--- config.mk ---
export PLATFORM = sky130hd
export DESIGN_NAME = sample_packer
export DESIGN_NICKNAME = d
export VERILOG_FILES = /design/src/rtl/sample_packer.sv
export SDC_FILE = /design/constraint.sdc
export NUM_CORES = 1
export LEC_CHECK = 0
export BUFFER_PORTS_ARGS = -buffer_cell sky130_fd_sc_hd__buf_2
export CORE_ASPECT_RATIO = 1.1
export CORE_MARGIN = 3
export CORE_UTILIZATION = 60
export DETAILED_ROUTE_END_ITERATION = 6
export MAX_ROUTING_LAYER = met4
export PLACE_DENSITY = 0.91
export SYNTH_ARGS = -nofsm -noshare
export SYNTH_HDL_FRONTEND = slang
export SYNTH_SLANG_ARGS = --single-unit
export TNS_END_PERCENT = 20
--- constraint.sdc ---
create_clock -name clk -period 3.31 [get_ports clk]
set_input_delay 0.1655 -clock clk [delete_from_list [all_inputs] [get_ports clk]]
set_output_delay 0.1655 -clock clk [all_outputs]
set_load 0.1 [all_outputs]
--- src/rtl/sample_packer.sv ---
// Packs 2-bit quantizer samples into 32-bit words (slot 0 in the MSBs) and
// queues completed words in a small FIFO with a valid/ready output port.
module sample_packer #(
  parameter int DEPTH = 4
) (
  input  logic        clk,
  input  logic        reset,
  input  logic        in_valid,
  input  logic [1:0]  in_y,
  input  logic        align,
  output logic [31:0] out_data,
  output logic        out_valid,
  input  logic        out_ready,
  output logic        overflow,
  output logic [15:0] drop_count,
  input  logic        clear_ovf
);

  localparam int AW = $clog2(DEPTH);

  logic [3:0]    slot;
  logic [31:0]   partial;
  logic [31:0]   assembled;
  logic [4:0]    shamt;
  logic [AW:0]   wr_ptr;
  logic [AW:0]   rd_ptr;
  logic [31:0]   mem [DEPTH];
  logic          full;
  logic          empty;
  logic          push;
  logic          pop;
  logic          push_ok;
  logic          drop;

  // The incoming sample is merged into the partial word at its slot position.
  always_comb begin
    shamt     = {slot, 1'b0};
    assembled = partial | ({in_y, 30'b0} >> shamt);
  end

  assign empty   = (wr_ptr == rd_ptr);
  assign full    = (wr_ptr[AW] != rd_ptr[AW]) && (wr_ptr[AW-1:0] == rd_ptr[AW-1:0]);
  assign push    = in_valid && !align && (slot == 4'd15);
  assign pop     = out_valid && out_ready;
  assign push_ok = push && (!full || pop);
  assign drop    = push && full && !pop;

  assign out_valid = !empty;
  assign out_data  = empty ? 32'h0 : mem[rd_ptr[AW-1:0]];

  // Align discards the partial word without counting it as a drop.
  always_ff @(posedge clk or posedge reset) begin
    if (reset) begin
      slot    <= 4'd0;
      partial <= 32'h0;
    end else if (align) begin
      slot    <= in_valid ? 4'd1 : 4'd0;
      partial <= in_valid ? {in_y, 30'b0} : 32'h0;
    end else if (in_valid) begin
      if (slot == 4'd15) begin
        slot    <= 4'd0;
        partial <= 32'h0;
      end else begin
        slot    <= slot + 4'd1;
        partial <= assembled;
      end
    end
  end

  always_ff @(posedge clk or posedge reset) begin
    if (reset) begin
      wr_ptr <= '0;
      rd_ptr <= '0;
    end else begin
      if (push_ok) wr_ptr <= wr_ptr + 1'b1;
      if (pop)     rd_ptr <= rd_ptr + 1'b1;
    end
  end

  always_ff @(posedge clk) begin
    if (push_ok) mem[wr_ptr[AW-1:0]] <= assembled;
  end

  // A drop on the same edge as clear_ovf wins and restarts the count at 1.
  always_ff @(posedge clk or posedge reset) begin
    if (reset) begin
      overflow   <= 1'b0;
      drop_count <= 16'h0;
    end else if (drop) begin
      overflow   <= 1'b1;
      if (clear_ovf)
        drop_count <= 16'h1;
      else if (drop_count != 16'hFFFF)
        drop_count <= drop_count + 16'd1;
    end else if (clear_ovf) begin
      overflow   <= 1'b0;
      drop_count <= 16'h0;
    end
  end

endmodule
==> impl_metrics.tcl, run 1 <==
set metrics [dict create \
    cp.arrival_ps 2730 \
    timing.fmax_mhz 384 \
    post_drt_via_cell_ratio 6.34 \
    cp.required_ps 3440 \
    timing.final.crit_period_ps 2600 \
    hold_path_class "primary input to flip-flop" \
    antenna-diode-count 0 \
    r2r-end "mem[0][19]" \
    ioPinCount 58 \
    critical_path_class "flip-flop to flip-flop" \
    yosys_warnings 0 \
    synth_top_area_share 0.488 \
    tightest_slew_ps 960 \
    outcome "finished clean" \
    async_reset_ff_frac 0.316 \
    dieWidth_um 115 \
    netlist_instances 521 \
    gr-total-overflow 0 \
    register_area_sq_um 5320 \
    coreArea_sq_um 12800 \
    tns_ps 0 \
    fin_nets 595 \
    hpwl_mm 9.68 \
    drt_iter0_drc 393 \
    h-tree-depth 4 \
    maxCapViolations 0 \
    clk_latency_ps 430 \
    grt.total_usage 0.247 \
    numPortBuffers 57 \
    cts_setup_buffers 0 \
    yosysTopAreaCell "edfxtp_1" \
    num_vias 4753 \
    synth_nets 536 \
    ant_nets 0 \
    hp-start "in_y[1]" \
    slew_viol_final 0 \
    hold_violations 0 \
    holdPathStages 3 \
    cts_buffers 17 \
    num_rows 43 \
    end_kind "flip-flop" \
    die_y_um 126 \
    syn-cell-area_sq_um 7880 \
    ff2ff_setup_slack_ps 710 \
    syn_to_final_growth_pct 13.3 \
    route.detailed.drc 0 \
    skew_ps 7.56 \
    numClockSinks 187 \
    holdPathEnd "partial[31]" \
    nFillCells 751 \
    cts_tree "built" \
    synth_edf_count 128 \
    gp_congestion 0.809 \
    cts_root_buf "clkbuf_16" \
    placed_cell_area_sq_um 8350 \
    dp.cells 716 \
    initial_core_util 0.618 \
    firstDrtPassIters 5 \
    powerDensity_nw_per_um2 693 \
    antenna_found_initial 0 \
    synthTopCellsByArea "edfxtp_1 49%, dfrtp_1 19%, mux4_2 9.1%, a21boi_0 2.9%, a21o_1 2.9%" \
    finalInstanceArea_sq_um 8930 \
    rr_startpoint "slot[1]" \
    die_area_sq_um 14500 \
    grt_pass1_wl_mm 26.4 \
    peakVddDrop_v 0.000633 \
    wl_per_cell_um 21.8 \
    synth.distinct_cells 45 \
    ctsLongestPathBuffers 2 \
    crit_fanout 27 \
    fin_crit_sh 0.787 \
    avgSynthCellArea_sq_um 15.1 \
    setup_viol 0 \
    grt_pass1_vias 4916 \
    startpoint_type "flip-flop" \
    ys_ff_latch 187 \
    rsz0062_at_grt "false" \
    wirelength_mm 16.3 \
    multi_input_area_sq_um 2390 \
    final_layout_size_suffix_gt1_frac 0.238 \
    grt_max_degree 43 \
    p_leak_uw 0.00367 \
    slew_headroom 0.358 \
    clk_pin_slew_worst_paths_ps 70 \
    layout.cells.non_filler 750 \
    synth_flop_cell "edfxtp_1" \
    ff2ff_path_depth 5 \
    seq_area_frac_synth 0.675 \
]
==> power breakdown <==
group          internal, uW  switching, uW
Clock                   985            925
Sequential             2520           30.9
Combinational           402           1330
==> routing by layer <==
metal	GRT usage	routed length (um)	vias up	part of all wire
met2	0.375	8250	239	0.50
met5	-	0	-	0
met3	0.0673	1240	36	0.076
met4	0.0856	310	0	0.019
met1	0.327	6550	2406	0.40
li1	-	-	2072	-
==> worst max-delay path by stage <==
| stage | start | end | slack, ps | cells after the start |
|---|---|---|---|---|
| after detailed placement | slot[1] | mem[1][20] | 780 | 5 |
| after global routing | slot[1] | drop_count[10] | 460 | 6 |
| after global placement | slot[1] | mem[0][26] | 910 | 5 |
| after floorplan | drop_count[0] | drop_count[1] | 580 | 8 |
| after CTS | rd_ptr[0] | out_data[22] | 670 | 4 |
| final | slot[1] | mem[0][19] | 710 | 5 |
==> metrics by stage <==
step / setup slack (ps) / total power, uW / hold slack [ps] / util
4_1_cts: 669 / 6210 / 27.2 / 0.700
5_1_grt: 461 / 6370 / 37.5 / 0.700
2_1_floorplan: 579 / 4040 / 316 / -
6_report: 706 / 6190 / 34.8 / 0.700
3_5_place_dp: 781 / 4320 / 402 / 0.655
3_3_place_gp: 908 / 4290 / 384 / 0.655
==> logic make-up (layout without fill, tap and decap cells) <==
kind of cell	Yosys count	after routing	synth area share
flops	187	187	0.675
simple gates	145	145	0.101
compound gates	96	96	0.0827
buf+inv	41	113	0.0225
mux	35	35	0.0954
xor+xnor	10	10	0.0121
fa+ha+maj	7	7	0.0111
==> final cells by class <==
type | count | share of cell area
sequential | 187 | 0.596
clock buffer | 17 | 0.0476
multi-input combinational | 293 | 0.268
inverter | 11 | 0.00462
clock inverter | 15 | 0.0146
timing repair buffer | 70 | 0.0476
tap | 157 | 0.0220
==> synthesized netlist by cell type, drive strengths merged, types with 2 or more instances <==
library cell / number
mux4: 32
buf: 10
nand2: 41
inv: 11
o21ai: 15
xor2: 7
nor3b: 4
clkbuf: 20
nand3: 13
a21boi: 30
mux2i: 2
nor4: 3
or3: 9
and3b: 2
and2: 6
nor2b: 34
a22oi: 2
ha: 7
o31ai: 2
and3: 4
dfrtp: 59
nor3: 3
edfxtp: 128
or4: 2
a21oi: 13
a21o: 30
xnor2: 3
nor2: 12
nand4: 8
==> flip-flops by register name (all words and copies together), names as in the netlist <==
register	count
drop_count	16
mem	128
overflow	1
partial	32
rd_ptr	3
slot	4
wr_ptr	3
==> layout by cell type, fill, tap and decap left out, types with 13 or more instances in the layout <==
cell type and n:
a21boi_0 30, a21o_1 30, a21oi_1 13, buf_2 57, clkbuf_16 17, dfrtp_1 58, edfxtp_1 128, mux4_2 32
nand2_1 41, nor2b_1 34, o21ai_0 15
==> critical path: stages, from the launching register on <==
cell and delay [ps]:
dfrtp_1 540, ha_1 240, nand3_1 220, nor3_1 570, and2_1 450, buf_12 270
==> what timing repair did <==
item,CTS,global route
hold buffers,2,0
setup endpoints to repair,0,0
hold endpoints to repair,43,0
gates resized for setup,0,0
Note: power is estimated with default switching activity, not from simulation.
==> run 2: changes to the inputs <==
--- a/config.mk
+++ b/config.mk
@@ -5,6 +5,7 @@
 export SDC_FILE = /design/constraint.sdc
 export NUM_CORES = 1
 export LEC_CHECK = 0
+export ABC_AREA = 1
 export BUFFER_PORTS_ARGS = -buffer_cell sky130_fd_sc_hd__buf_2
 export CORE_ASPECT_RATIO = 1.1
 export CORE_MARGIN = 3
==> constraint.sdc (replaced) <==
create_clock -name clk -period 2.4 [get_ports clk]
set_input_delay 0.12 -clock clk [delete_from_list [all_inputs] [get_ports clk]]
set_output_delay 0.12 -clock clk [all_outputs]
set_load 0.1 [all_outputs]
==> run 2 against run 1 <==
Effect of this change:
- core utilization is 1.3 points higher
- largest cell class unchanged
- final area up 6.4%
- first-iteration DRC count increased by 62%
- non-clock buffer count up 12
- global-route usage increased by 1.4 points
- critical path type is now flip-flop to primary output
- via count up 31%
- sequential cell count unchanged
- worst hold slack worse by 19 ps
==> impl_metrics.tcl, run 2 <==
set metrics [dict create \
    synth_xor_area_frac 0.00955 \
    synth.distinct_cells 31 \
    switching_share 0.487 \
    placed_cell_area_sq_um 8820 \
    yosys_warnings 0 \
    fin_nets 916 \
    clk_latency_ps 430 \
    peakVddDrop_v 0.000991 \
    maxCapViolations 0 \
    slew_viol_final 0 \
    cp.arrival_ps 2170 \
    ctsLongestPathBuffers 2 \
    synth_nets 848 \
    grt_pass1_vias 6151 \
    antenna-diode-count 0 \
    numPortBuffers 57 \
    cts_root_buf "clkbuf_16" \
    synth_top_area_share 0.466 \
    final_layout_size_suffix_gt1_frac 0.144 \
    firstDrtPassIters 5 \
    initial_core_util 0.619 \
    ys_ff_latch 187 \
    wl_per_cell_um 16.9 \
    post_drt_via_cell_ratio 5.66 \
    async_reset_ff_frac 0.316 \
    comb_power_share 0.479 \
    slew_headroom 0.505 \
    synth_flop_cell "edfxtp_1" \
    cp.required_ps 2280 \
    die_area_sq_um 15200 \
    hold_path_class "primary input to flip-flop" \
    syn-cell-area_sq_um 8250 \
    coreArea_sq_um 13300 \
    cts_buffers 17 \
    fin_crit_sh 0.953 \
    hpwl_mm 11.7 \
    outcome "finished clean" \
    grt_pass1_wl_mm 29.9 \
    route.detailed.drc 0 \
    num_rows 44 \
    gp_congestion 0.953 \
    ioPinCount 58 \
    p_int_uw 6200 \
    rsz0062_at_grt "false" \
    antenna_found_initial 0 \
    drt_iter0_drc 636 \
    startpoint_type "flip-flop" \
    clk_pin_slew_worst_paths_ps 70 \
    synth.most_common_cell "nand2_1" \
    largest_reg_flops 128 \
    die_y_um 129 \
    finish.utilization 0.713 \
    timing.fmax_mhz 437 \
    finalInstanceArea_sq_um 9500 \
    synth_fa_ha_area_frac 0.0106 \
    setup_viol 0 \
    p_clk_frac 0.231 \
    synthTopCellsByArea "edfxtp_1 47%, dfrtp_1 18%, nand2_1 7.7%, o21ai_0 6.9%, inv_1 5.3%" \
    wl_met3_mm 1.49 \
    synth-compound-area-share 0.112 \
    skew_ps 7.90 \
    ant_nets 0 \
    yosys.area_share.simple 0.150 \
    power_frac_seq 0.291 \
    routed.top_layer "met4" \
    final_cell_mix "169 x nand2_1, 128 x edfxtp_1, 115 x inv_1" \
    wl_met2_mm 9.28 \
    critical_path_class "flip-flop to primary output" \
    gr-total-overflow 0 \
    tightest_slew_ps 736 \
    numClockSinks 187 \
    final_common_cell "nand2_1" \
    seq_area_frac_synth 0.645 \
    num_vias 6211 \
    drt-met1-wl_mm 7.04 \
    dieWidth_um 118 \
    end_kind "primary output" \
    synthMuxAreaShare 0 \
    synth_edf_count 128 \
    powerDensity_nw_per_um2 1270 \
    crit_fanout 28 \
    grt.total_usage 0.261 \
    grt_max_degree 39 \
    synthTopCellsByCount "169 x nand2_1, 128 x edfxtp_1, 117 x inv_1" \
    h-tree-depth 4 \
    timing.final.crit_period_ps 2290 \
    wirelength_mm 18.6 \
    yosysTopAreaCell "edfxtp_1" \
    cts_tree "built" \
    avgSynthCellArea_sq_um 9.91 \
    syn_to_final_growth_pct 15.1 \
    layout.cells.non_filler 1098 \
    synth_top_family_by_area "simple AND/OR/NAND/NOR gates" \
    dp.cells 1064 \
    netlist_instances 833 \
    netSwitchingPower_uw 5890 \
    hold_violations 0 \
    p_leak_uw 0.00421 \
]
[run 2: cell count changes after synthesis, moves of 10 or more]
cell,before,now
a21boi_0,30,0
a21o_1,30,0
a21oi_1,13,1
inv_1,11,117
mux4_2,32,0
nand2_1,41,169
nor2_1,12,96
nor2b_1,34,0
o21ai_0,15,113
o21ai_1,0,10
o22ai_1,0,34
[run 2: cells by family (layout without fill, tap and decap cells)]
group | count (synthesis) | after routing
adders and majority gates | 7 | 7
and+or+nand+nor | 304 | 304
xor gates and xnor gates | 9 | 9
AOI/OAI and AO/OA | 170 | 170
buffers and inverters | 156 | 237
DFF | 187 | 187
[run 2: final cells by class]
| class | count | area [sq um] |
|---|---|---|
| Clock buffer | 19 | 433 |
| Clock inverter | 13 | 150 |
| Fill cell | 915 | 3820 |
| Inverter | 123 | 462 |
| Multi-Input combinational cell | 490 | 2340 |
| Sequential cell | 187 | 5320 |
| Tap cell | 184 | 230 |
| Timing Repair Buffer | 82 | 558 |
[run 2: worst max-delay path, stage by stage (launching register included)]
cell and delay [ps]:
dfrtp_2 370, buf_4 300, nand2_1 90, nand2_1 90, nor2_2 60, nand2_1 70, buf_4 240, nand2_1 80
inv_1 80, clkbuf_4 330
[run 2: path summary, 6_finish.rpt]
path,start,slack (ps),cells after the start,end
worst max-delay path,rd_ptr[0],110,9,out_data[10]
worst min register to register,rd_ptr[2],520,2,rd_ptr[2]
min in group asynchronous,reset,310,3,partial[10]
worst max register to register,slot[1],270,6,mem[2][17]
worst min-delay path,clear_ovf,20,4,drop_count[12]
max in group asynchronous,reset,1420,4,partial[5]
[run 2: power by group through the flow]
stage / Sequential [uW] / Clock, uW / Combinational, uW
6_report: 3510 / 2790 / 5780
5_1_grt: 3510 / 2910 / 6110
4_1_cts: 3510 / 2810 / 5560
3_5_place_dp: 3580 / 0 / 5540
3_3_place_gp: 3570 / 0 / 5440
2_1_floorplan: 3570 / 0 / 4620
[run 2: metal layers]
| metal | up-vias | global-route usage |
|---|---|---|
| met3 | 88 | 0.0510 |
| met4 | 0 | 0.156 |
| li1 | 2888 | - |
| met2 | 357 | 0.425 |
| met1 | 2878 | 0.305 |
| met5 | - | - |
[run 2: timing repair]
item | in CTS | in global routing
gates resized for setup | 0 | 32
endpoints found under the setup margin | 0 | 32
setup buffers | 0 | 0
hold buffers | 2 | 0
hold endpoints to repair | 27 | 0
[run 2: stage by stage]
step	hold WS (ps)	setup WS (ps)	total power [uW]	setup TNS (ps)
floorplan	283	-426	8200	-40940
global placement	227	441	9020	0
detailed placement	233	348	9110	0
CTS	0.398	8.80	11900	0
global route	20.8	7.93	12500	0
finish	16.0	113	12100	0
==> run 3: changes to the inputs <==
--- a/config.mk
+++ b/config.mk
@@ -5,7 +5,6 @@
 export SDC_FILE = /design/constraint.sdc
 export NUM_CORES = 1
 export LEC_CHECK = 0
-export ABC_AREA = 1
 export BUFFER_PORTS_ARGS = -buffer_cell sky130_fd_sc_hd__buf_2
 export CORE_ASPECT_RATIO = 1.1
 export CORE_MARGIN = 3
==> run 3 against run 2 <==
Effect of this change:
- count of clock-buffer cells in the layout is 1 higher
- total power is 25% lower
- register-to-register slack worse by 110 ps
- fmax is 2.1% higher
- sequential cell count stayed put
- die area is 4.3% lower
- final cell count is 31% lower
- critical endpoint is now out_data[11]
==> impl_metrics.tcl, run 3 (synthesis gave the netlist of run 1 again) <==
set metrics [dict create \
    clk_pin_slew_worst_paths_ps 60 \
    syn_to_final_growth_pct 20.5 \
    outcome "finished clean" \
    num_vias 4887 \
    gp_congestion 0.864 \
    h-tree-depth 4 \
    peakVddDrop_v 0.000745 \
    num_rows 43 \
    cp.required_ps 2280 \
    max_stage_delay_ps 590 \
    final_common_cell "edfxtp_1" \
    dieWidth_um 115 \
    cts_root_buf "clkbuf_16" \
    pre_cts_slack_ps 199 \
    numPortBuffers 57 \
    wirelength_mm 16.9 \
    cts_setup_buffers 0 \
    setup_ws_ps 160 \
    clk_latency_ps 420 \
    ant_nets 0 \
    tightest_slew_ps 727 \
    ctsLongestPathBuffers 2 \
    cts_tree "built" \
    skew_ps 7.35 \
    crit_fanout 34 \
    whs_ps 35.7 \
    slew_viol_final 0 \
    numClockSinks 187 \
    timing.fmax_mhz 446 \
    crit_chain "buf_8, mux4_2, nor2b_1, buf_12" \
    powerDensity_nw_per_um2 960 \
    coreArea_sq_um 12800 \
    p_leak_uw 0.00385 \
    end_kind "primary output" \
    ioPinCount 58 \
    fin_crit_sh 0.934 \
    grt_pass1_wl_mm 27.5 \
    die_area_sq_um 14500 \
    drt_iter0_drc 447 \
    grt_max_degree 35 \
    final_cell_mix "128 x edfxtp_1, 50 x dfrtp_1, 41 x nand2_1" \
    hold_violations 0 \
    die_y_um 126 \
    post_drt_via_cell_ratio 6.41 \
    setup_viol 0 \
    critical_path_class "flip-flop to primary output" \
    hold_path_class "primary input to flip-flop" \
    gr-total-overflow 0 \
    firstDrtPassIters 5 \
    slew_headroom 0.514 \
    antenna-diode-count 0 \
    startpoint_type "flip-flop" \
    cts_buffers 17 \
    layout.cells.non_filler 762 \
    grt.total_usage 0.259 \
    final_layout_size_suffix_gt1_frac 0.264 \
    ff2ff_setup_slack_ps 160 \
    cp.arrival_ps 2120 \
    rsz0062_at_grt "false" \
    placed_cell_area_sq_um 8890 \
    slowest_stage "mux4_2" \
    hpwl_mm 10.3 \
    antenna_found_initial 0 \
    tns_ps 0 \
    wl_per_cell_um 22.2 \
    maxCapViolations 0 \
    grt_pass1_vias 5108 \
    largest_reg_flops 128 \
    initial_core_util 0.618 \
    dp.cells 727 \
    finalInstanceArea_sq_um 9500 \
    fin_nets 607 \
    route.detailed.drc 0 \
    timing.final.crit_period_ps 2240 \
]
run 3: cell count changes in the layout (fill, tap and decap cells not counted), sizes merged, moves of 32 or more:
cell   change
o21ai    -108
nand2    -131
inv      -109
mux4      +32
o22ai     -34
nor2      -90
nor2b     +34
run 3: worst paths after layout:
path,startpoint,to,depth (start not counted)
max,rd_ptr[0],out_data[11],4
min,in_y[0],partial[30],3
max reg2reg,slot[0],mem[2][2],6
min reg2reg,rd_ptr[2],rd_ptr[2],1
max in group asynchronous,reset,partial[6],4
min in group asynchronous,reset,partial[27],3
run 3: area by class of cell:
type                            count  area [sq um]
Clock buffer                       20           447
Tap cell                          157           196
Inverter                           11          41.3
Fill cell                         714          3250
Multi-Input combinational cell    293          2400
Timing Repair Buffer               82           968
Sequential cell                   187          5330
Clock inverter                     12           115
run 3: metrics by stage:
step,util,total power (uW)
after global routing,0.745,9410
final,0.745,9110
after floorplan,-,5570
after CTS,0.744,9170
after global placement,0.697,6480
after detailed placement,0.697,6510
run 3: where the power goes:
group	leakage [uW]	internal (uW)	total [uW]	switching, uW
Combinational	0.00151	1030	2960	1930
Sequential	0.00207	3470	3510	40.7
Clock	0.000273	1470	2640	1170
run 3: critical path, delay by kind of cell (launching register included):
| family | cells | cell delay, ps |
|---|---|---|
| and+or+nand+nor | 1 | 180 |
| muxes | 1 | 590 |
| buffers and inverters | 2 | 540 |
| DFF | 1 | 380 |
run 3: repair_timing:
action | in CTS | in global routing
gates resized for setup | 1 | 3
setup endpoints to repair | 32 | 22
hold endpoints to repair | 21 | 0
hold buffers | 3 | 0
run 3: routing by layer:
layer  part of all wire  global-route usage
met1               0.37               0.328
met4              0.038               0.107
met3              0.068              0.0615
met5                  0                   -
met2               0.52               0.406
